`config.mk`:
```
export PLATFORM = sky130hd
export DESIGN_NAME = hazard_stall_unit
export DESIGN_NICKNAME = d
export VERILOG_FILES = /design/src/rtl/hazard_stall_unit.sv
export SDC_FILE = /design/constraint.sdc
export NUM_CORES = 1
export LEC_CHECK = 0
export ABC_AREA = 1
export BUFFER_PORTS_ARGS = -buffer_cell sky130_fd_sc_hd__buf_2
export CORE_MARGIN = 1
export CORE_UTILIZATION = 48
export CTS_BUF_LIST = sky130_fd_sc_hd__clkbuf_4 sky130_fd_sc_hd__clkbuf_8
export CTS_CLUSTER_SIZE = 28
export DETAILED_ROUTE_END_ITERATION = 12
export PLACE_DENSITY = 0.71
export REMOVE_ABC_BUFFERS = 1
export SYNTH_ARGS = -nofsm -noshare
export SYNTH_HDL_FRONTEND = slang
export SYNTH_SLANG_ARGS = --single-unit
```
`constraint.sdc`:
```
create_clock -name clk -period 2.68 [get_ports clk]
set_input_delay 0.268 -clock clk [delete_from_list [all_inputs] [get_ports clk]]
set_output_delay 0.268 -clock clk [all_outputs]
set_load 0.02 [all_outputs]
```
`src/rtl/hazard_stall_unit.sv`:
```
// Pipeline hazard controller: load-use and mult/div busy stalls, redirect flush,
// multiply/divide busy-window tracking and a saturating stall-cycle counter.
module hazard_stall_unit #(
  parameter int unsigned MULT_CYCLES = 4,
  parameter int unsigned DIV_CYCLES  = 32
) (
  input  logic        clk,
  input  logic        reset,
  input  logic        idValid,
  input  logic [4:0]  idRs,
  input  logic [4:0]  idRt,
  input  logic        idUseRs,
  input  logic        idUseRt,
  input  logic        idReadsHiLo,
  input  logic        idIsMulDiv,
  input  logic [4:0]  exWriteReg,
  input  logic        exMemRead,
  input  logic        exStartMulDiv,
  input  logic        exIsDiv,
  input  logic        exRedirect,
  output logic        pcStall,
  output logic        ifidStall,
  output logic        idexBubble,
  output logic        ifidFlush,
  output logic        mdBusy,
  output logic [5:0]  mdCount,
  output logic        mdDone,
  output logic [31:0] stallCycles
);

  typedef enum logic {
    S_IDLE,
    S_BUSY
  } md_state_t;

  localparam logic [5:0] C_MULT_LEN = 6'(MULT_CYCLES);
  localparam logic [5:0] C_DIV_LEN  = 6'(DIV_CYCLES);

  md_state_t   r_state;
  md_state_t   w_state_nxt;
  logic [5:0]  r_count;
  logic [5:0]  w_count_nxt;
  logic [5:0]  w_start_len;
  logic        w_done;
  logic [31:0] r_stall_cnt;

  logic w_load_use;
  logic w_md_hazard;
  logic w_stall;

  assign mdBusy = (r_count != '0);

  always_comb begin
    w_load_use  = idValid & exMemRead & (exWriteReg != '0) &
                  ((idUseRs & (idRs == exWriteReg)) |
                   (idUseRt & (idRt == exWriteReg)));
    w_md_hazard = idValid & mdBusy & (idReadsHiLo | idIsMulDiv);
    // A redirect kills the wrong-path ID instruction, so it never stalls.
    w_stall     = (w_load_use | w_md_hazard) & ~exRedirect;
  end

  assign pcStall    = w_stall;
  assign ifidStall  = w_stall;
  assign idexBubble = w_stall | exRedirect;
  assign ifidFlush  = exRedirect;

  assign w_start_len = exIsDiv ? C_DIV_LEN : C_MULT_LEN;

  always_comb begin
    w_state_nxt = r_state;
    w_count_nxt = r_count;
    w_done      = 1'b0;
    unique case (r_state)
      S_IDLE: begin
        if (exStartMulDiv) begin
          w_state_nxt = S_BUSY;
          w_count_nxt = w_start_len;
        end
      end
      S_BUSY: begin
        if (exStartMulDiv) begin
          w_count_nxt = w_start_len;
        end else begin
          w_count_nxt = r_count - 6'd1;
          if (r_count == 6'd1) begin
            w_state_nxt = S_IDLE;
            w_done      = 1'b1;
          end
        end
      end
      default: begin
        w_state_nxt = S_IDLE;
        w_count_nxt = '0;
      end
    endcase
  end

  assign mdDone      = w_done;
  assign mdCount     = r_count;
  assign stallCycles = r_stall_cnt;

  always_ff @(posedge clk) begin
    if (reset) begin
      r_state     <= S_IDLE;
      r_count     <= '0;
      r_stall_cnt <= '0;
    end else begin
      r_state <= w_state_nxt;
      r_count <= w_count_nxt;
      if (w_stall && (r_stall_cnt != '1)) begin
        r_stall_cnt <= r_stall_cnt + 32'd1;
      end
    end
  end

endmodule

```
# After elaboration in Yosys (flattened, before gate mapping)

Index checks and enable logic that the tools add are counted.
W data, S select, Z words.

$lt $le $gt $ge: 0
Reductions and logical operators: 3
Bitwise gates (word level): 14
$add $sub $neg: 2
$mul: 0
Div/mod/pow operators: 0
Muxes and demuxes: 11
Shift operators: 0
Equality and inequality tests: 5

Operator list:

| cell                    | number |
|---|---|
| $add A32 B1 Y32 const B | 1 |
| $ne A32 B32 Y1 const B  | 1 |
| $mux W6                 | 3 |
| $pmux W6 S2             | 1 |
| $eq A5 B5 Y1            | 2 |
| $and A1 B1 Y1           | 8 |
| $eq A6 B1 Y1 const B    | 1 |
| $mux W1                 | 6 |
| $reduce_bool A6 Y1      | 1 |
| $sub A6 B1 Y6 const B   | 1 |
| $reduce_bool A5 Y1      | 1 |
| $or A1 B1 Y1            | 4 |
| $ne A2 B2 Y1 const B    | 1 |
| $not A1 Y1              | 2 |
| $pmux W1 S2             | 1 |
| $logic_and A1 B1 Y1     | 1 |

Register bits after elaboration: 39
Bits in latches: 0
Bits of input ports: 26
Output and inout port bits: 44
Bits in read-only memories: 0
RAM bits: 0
Logic and storage cells: 38
Memories kept: 0

# Logic depth before layout (Yosys ltp)

Depth after elaboration: 7
Mapped depth: 13
Depth with buffers taken out: 12

# Worst setup path after synthesis

Ideal clock, no wire load.

Path kind: register to output
From: reg r_count[0] (netlist: mdCount[0])
To: out pcStall
Buffers on the path: 1
Data arrival time: 1.856 ns
Data required time: 2.412 ns
Cell stages (with the launch flop): 7
Setup slack: 0.556 ns
Path through: dfxtp_1 inv_1 ha_1 nand3_1 o211ai_1 a21oi_1 buf_4

Cells in the longest elaborated chain, start to end: 5

Ends and longest elaborated chain:

| element                    | RTL line | text |
|---|---|---|
| start, declared            | 41       | `logic [5:0] r_count;` |
| start signal, assigned     | 109      | `r_count <= w_count_nxt;` |
| $reduce_bool A6 Y1         | 51       | `assign mdBusy = (r_count != '0);` |
| net mdBusy                 | 25       | `output logic mdBusy,` |
| $and A1 B1 Y1 (2 in a row) | 57       | `w_md_hazard = idValid & mdBusy & (idReadsHiLo \| idIsMulDiv);` |
| $or A1 B1 Y1               | 59       | `w_stall = (w_load_use \| w_md_hazard) & ~exRedirect;` |
| $and A1 B1 Y1              | 59       |  |
| end, declared              | 21       | `output logic pcStall,` |

The timed path passes the listed nets, and every way through them passes these cells.

# Worst setup path after layout

From: reg r_stall_cnt[0] (netlist: stallCycles[0])
To: reg r_stall_cnt[15] (netlist: stallCycles[15])

Cells in the longest elaborated chain, start to end: 2
Elaborated cells on any way between the ends: 3
Those cells by class: 1 x add/sub; 1 x eq/ne; 1 x reduce/logical

Ends and longest elaborated chain:

| element                                                 | RTL line | text |
|---|---|---|
| start, declared                                         | 45       | `logic [31:0] r_stall_cnt;` |
| start signal, assigned                                  | 111      | `r_stall_cnt <= r_stall_cnt + 32'd1;` |
| branches (longest 2 deep; another with $add A32 B1 Y32) | --       |  |

Several ways; the timed one is not identified.
A chain may end at the register's enable or synchronous reset.

==> flow_summary.toml <==
[outcome]
status = "completed"

[placed_design]
place.gp.congestion = 0.864
dpl.cell_count = 671
numPortBuffers = 69
hpwl_um = 5830

[clock_tree]
h-tree-depth = 2
cts_root_buffer = "clkbuf_8"
clk_pin_slew_ns = 0.08
cts_tree = "yes"
cts_hold_buffers = 0
cts_sinks = 39
clock_path_buffers = 2
cts_buffers = 5
cts_setup_buffers = 0
insertion_delay_ns = 0.30
cts_resized = 0

[critical_path]
end_kind = "register"
crit_family = "simple AND/OR/NAND/NOR gates"
r2r-start = "stallCycles[0]"
crit_buf_inv = 0
crit_path_frequent_cell = "nand2_1"
slowest_stage = "nand3_2"
arrival_ns = 2.35
required_ns = 2.87
critPathLaunchType = "register"
path_class = "register to register"
cpPeakStageDelay_ns = 0.43
path_cells = "ha_1 > nand2_1 > nor2_2 > nand2_2 > nor2_8 > nand4_4 > nand3_2 > nand2_1 > nand2_1 > nor2_1"
worst-path-max-fanout = 22
startpoint = "stallCycles[0]"

[sta]
fmax_mhz = 463
setup_viol_count_final = 0
rsz0062_at_grt = "false"
hold_viol_final = 0
period_minus_slack_ns = 2.16
slew_viol_final = 0
relSlewSlack_pct = 50.2
worstMarginPinSlew_ns = 0.747
tns_ns = 0
fin_worst_skew_ns = 0.00815
period_share_pct = 80.6

[power]
comb_power_share_pct = 17.6
leakage_nw = 1.82
switching_share_pct = 29.8
vdd_drop_max_mv = 0.285
clockPowerShare_pct = 35.0
p_seq_share_pct = 47.4
p_int_w = 0.000917
power.density_mw_per_mm2 = 373
power_switching_w = 0.000390

[die]
dieArea_mm2 = 0.00667
io_pins = 70
fp-row-count = 28
core-area_mm2 = 0.00603
die_h_um = 81.7
die_w_um = 81.7
start_util_pct = 50.5

[worst_hold_path]
min_from = "exStartMulDiv"
hp-class = "primary input to register"

[final_layout]
nets = 633
syn_to_final_growth_pct = 15.0
drive_gt1_share_pct = 18.9
antenna_cells = 0
stdcell_count = 679

[route]
drtPass1Iterations = 4
routedWlPerCell_um = 11.3
antenna_left = 0
drt_wl_total_um = 7680
vias = 3347
vias_per_cell = 4.93
dr.first_iter.drc_count = 166
route.detailed.drc = 0

[logic_synthesis]
synth_warnings = 0
synth-seq-cells = 39
synth.area.mux_share_pct = 0
synth_compound_area_share_pct = 3.20
synth_top_family_by_area = "simple AND/OR/NAND/NOR gates"
yosysSeqAreaShare_pct = 25.6
avgSynthCellArea_um2 = 5.61
synthArstFlopShare_pct = 0
synth_ff_type = "dfxtp_1"
netlist_instances = 543
synth_xor_xnor_area_share_pct = 1.73
yosys.area_share.simple_pct = 52.8
synthesis.area_mm2 = 0.00305
synthDistinctLibCells = 29
synth-edff-count = 0
synth_fa_ha_area_share_pct = 1.64

[global_route]
grt.met1_usage_pct = 31.3
overflow = 0
antenna_found_initial = 0
grt_use_met2_pct = 43.3
grt_start_max_net_pins = 44
grt_use_met3_pct = 3.78
grt_pass1_wl_um = 12900
grt_pass1_vias = 3012
grt_usage_pct = 24.7
grt-busiest-layer = "met2"

[flow_run]
max-cap-violations = 0
[cell families (layout without fill, tap and decap cells)]
| kind of cell | Yosys count | in the layout |
|---|---|---|
| DFF | 39 | 39 |
| buffers and inverters | 111 | 172 |
| and+or+nand+nor | 365 | 365 |
| adders and majority gates | 4 | 4 |
| AOI/OAI and AO/OA | 18 | 18 |
| xor gates and xnor gates | 6 | 6 |
[through the flow]
step	utilization [%]	area (µm²)	setup WS, ns	hold WS, ns	power [W]
6_report	58.1	3500	0.519	0.260	0.00131
5_1_grt	58.1	3500	0.282	0.271	0.00137
3_5_place_dp	56.4	3400	0.508	0.504	0.000861
2_1_floorplan	-	2940	0.348	0.337	0.000774
4_1_cts	58.1	3500	0.486	0.258	0.00131
3_3_place_gp	56.4	3400	0.535	0.484	0.000857
[tightest hold or removal path: cells and delay by family]
kind | cells | cell delay [ns]
AOI/OAI and AO/OA | 1 | 0.05
buffers and inverters | 1 | 0.10
and+or+nand+nor | 2 | 0.08
[registers in the layout, indices dropped and copies added (netlist names)]
signal	cells
mdCount	6
stallCycles	32
r_state	1
[synth_stat cells, types with 3 or more instances]
cell type	number	area [µm²]
a21oi_1	11	55.1
nand3_1	28	140
nand4_1	30	188
inv_2	11	41.3
ha_1	4	50.1
buf_2	7	35.0
nand2_1	185	694
nor2_1	87	327
buf_6	3	33.8
xor2_1	5	43.8
clkinv_1	9	33.8
a31oi_1	4	25.0
inv_1	72	270
clkbuf_1	7	26.3
nor3_1	3	15.0
nor2_2	9	56.3
dfxtp_1	39	781
nand2_2	10	62.6
nand3b_1	7	52.6
[power groups by stage]
stage / combinational [W] / clock [W] / sequential, W
finish: 0.000230 / 0.000458 / 0.000619
global route: 0.000260 / 0.000491 / 0.000622
CTS: 0.000229 / 0.000466 / 0.000619
detailed placement: 0.000229 / 0 / 0.000633
global placement: 0.000225 / 0 / 0.000632
floorplan: 0.000127 / 0 / 0.000647
[final cells by class]
class                      instances  area [µm²]
fill                             631        2520
multi-input combinational        393        1810
sequential                        39         781
timing repair buffer              72         368
inverter                          92         345
clock buffer                       8         104
tap                               75        93.8
[final timing paths]
path / depth (start not counted) / to / slack, ns
worst max-delay path: 10 / stallCycles[15] / 0.52
worst min-delay path: 4 / mdCount[1] / 0.26
worst max register to register: 10 / stallCycles[15] / 0.52
worst min register to register: 2 / mdCount[0] / 0.51
[layout by cell type, fill, tap and decap left out, drive strengths merged]
| master | instances |
|---|---|
| nor2 | 97 |
| or2 | 1 |
| dfxtp | 39 |
| a21oi | 11 |
| buf | 72 |
| o211ai | 1 |
| clkbuf | 8 |
| xor2 | 5 |
| nand3b | 7 |
| nand4 | 31 |
| clkinv | 9 |
| xnor2 | 1 |
| nor3 | 3 |
| inv | 83 |
| ha | 4 |
| o21ai | 2 |
| a31oi | 4 |
| nand3 | 29 |
| nand2 | 195 |
| nor3b | 1 |
| nor4b | 1 |
[layer usage]
metal / part of all wire, % / routed length (µm)
met4: 0.70 / 54
met5: 0 / 0
met2: 47 / 3600
met3: 5.1 / 389
met1: 47 / 3640
Note: power is estimated with default switching activity, not from simulation.
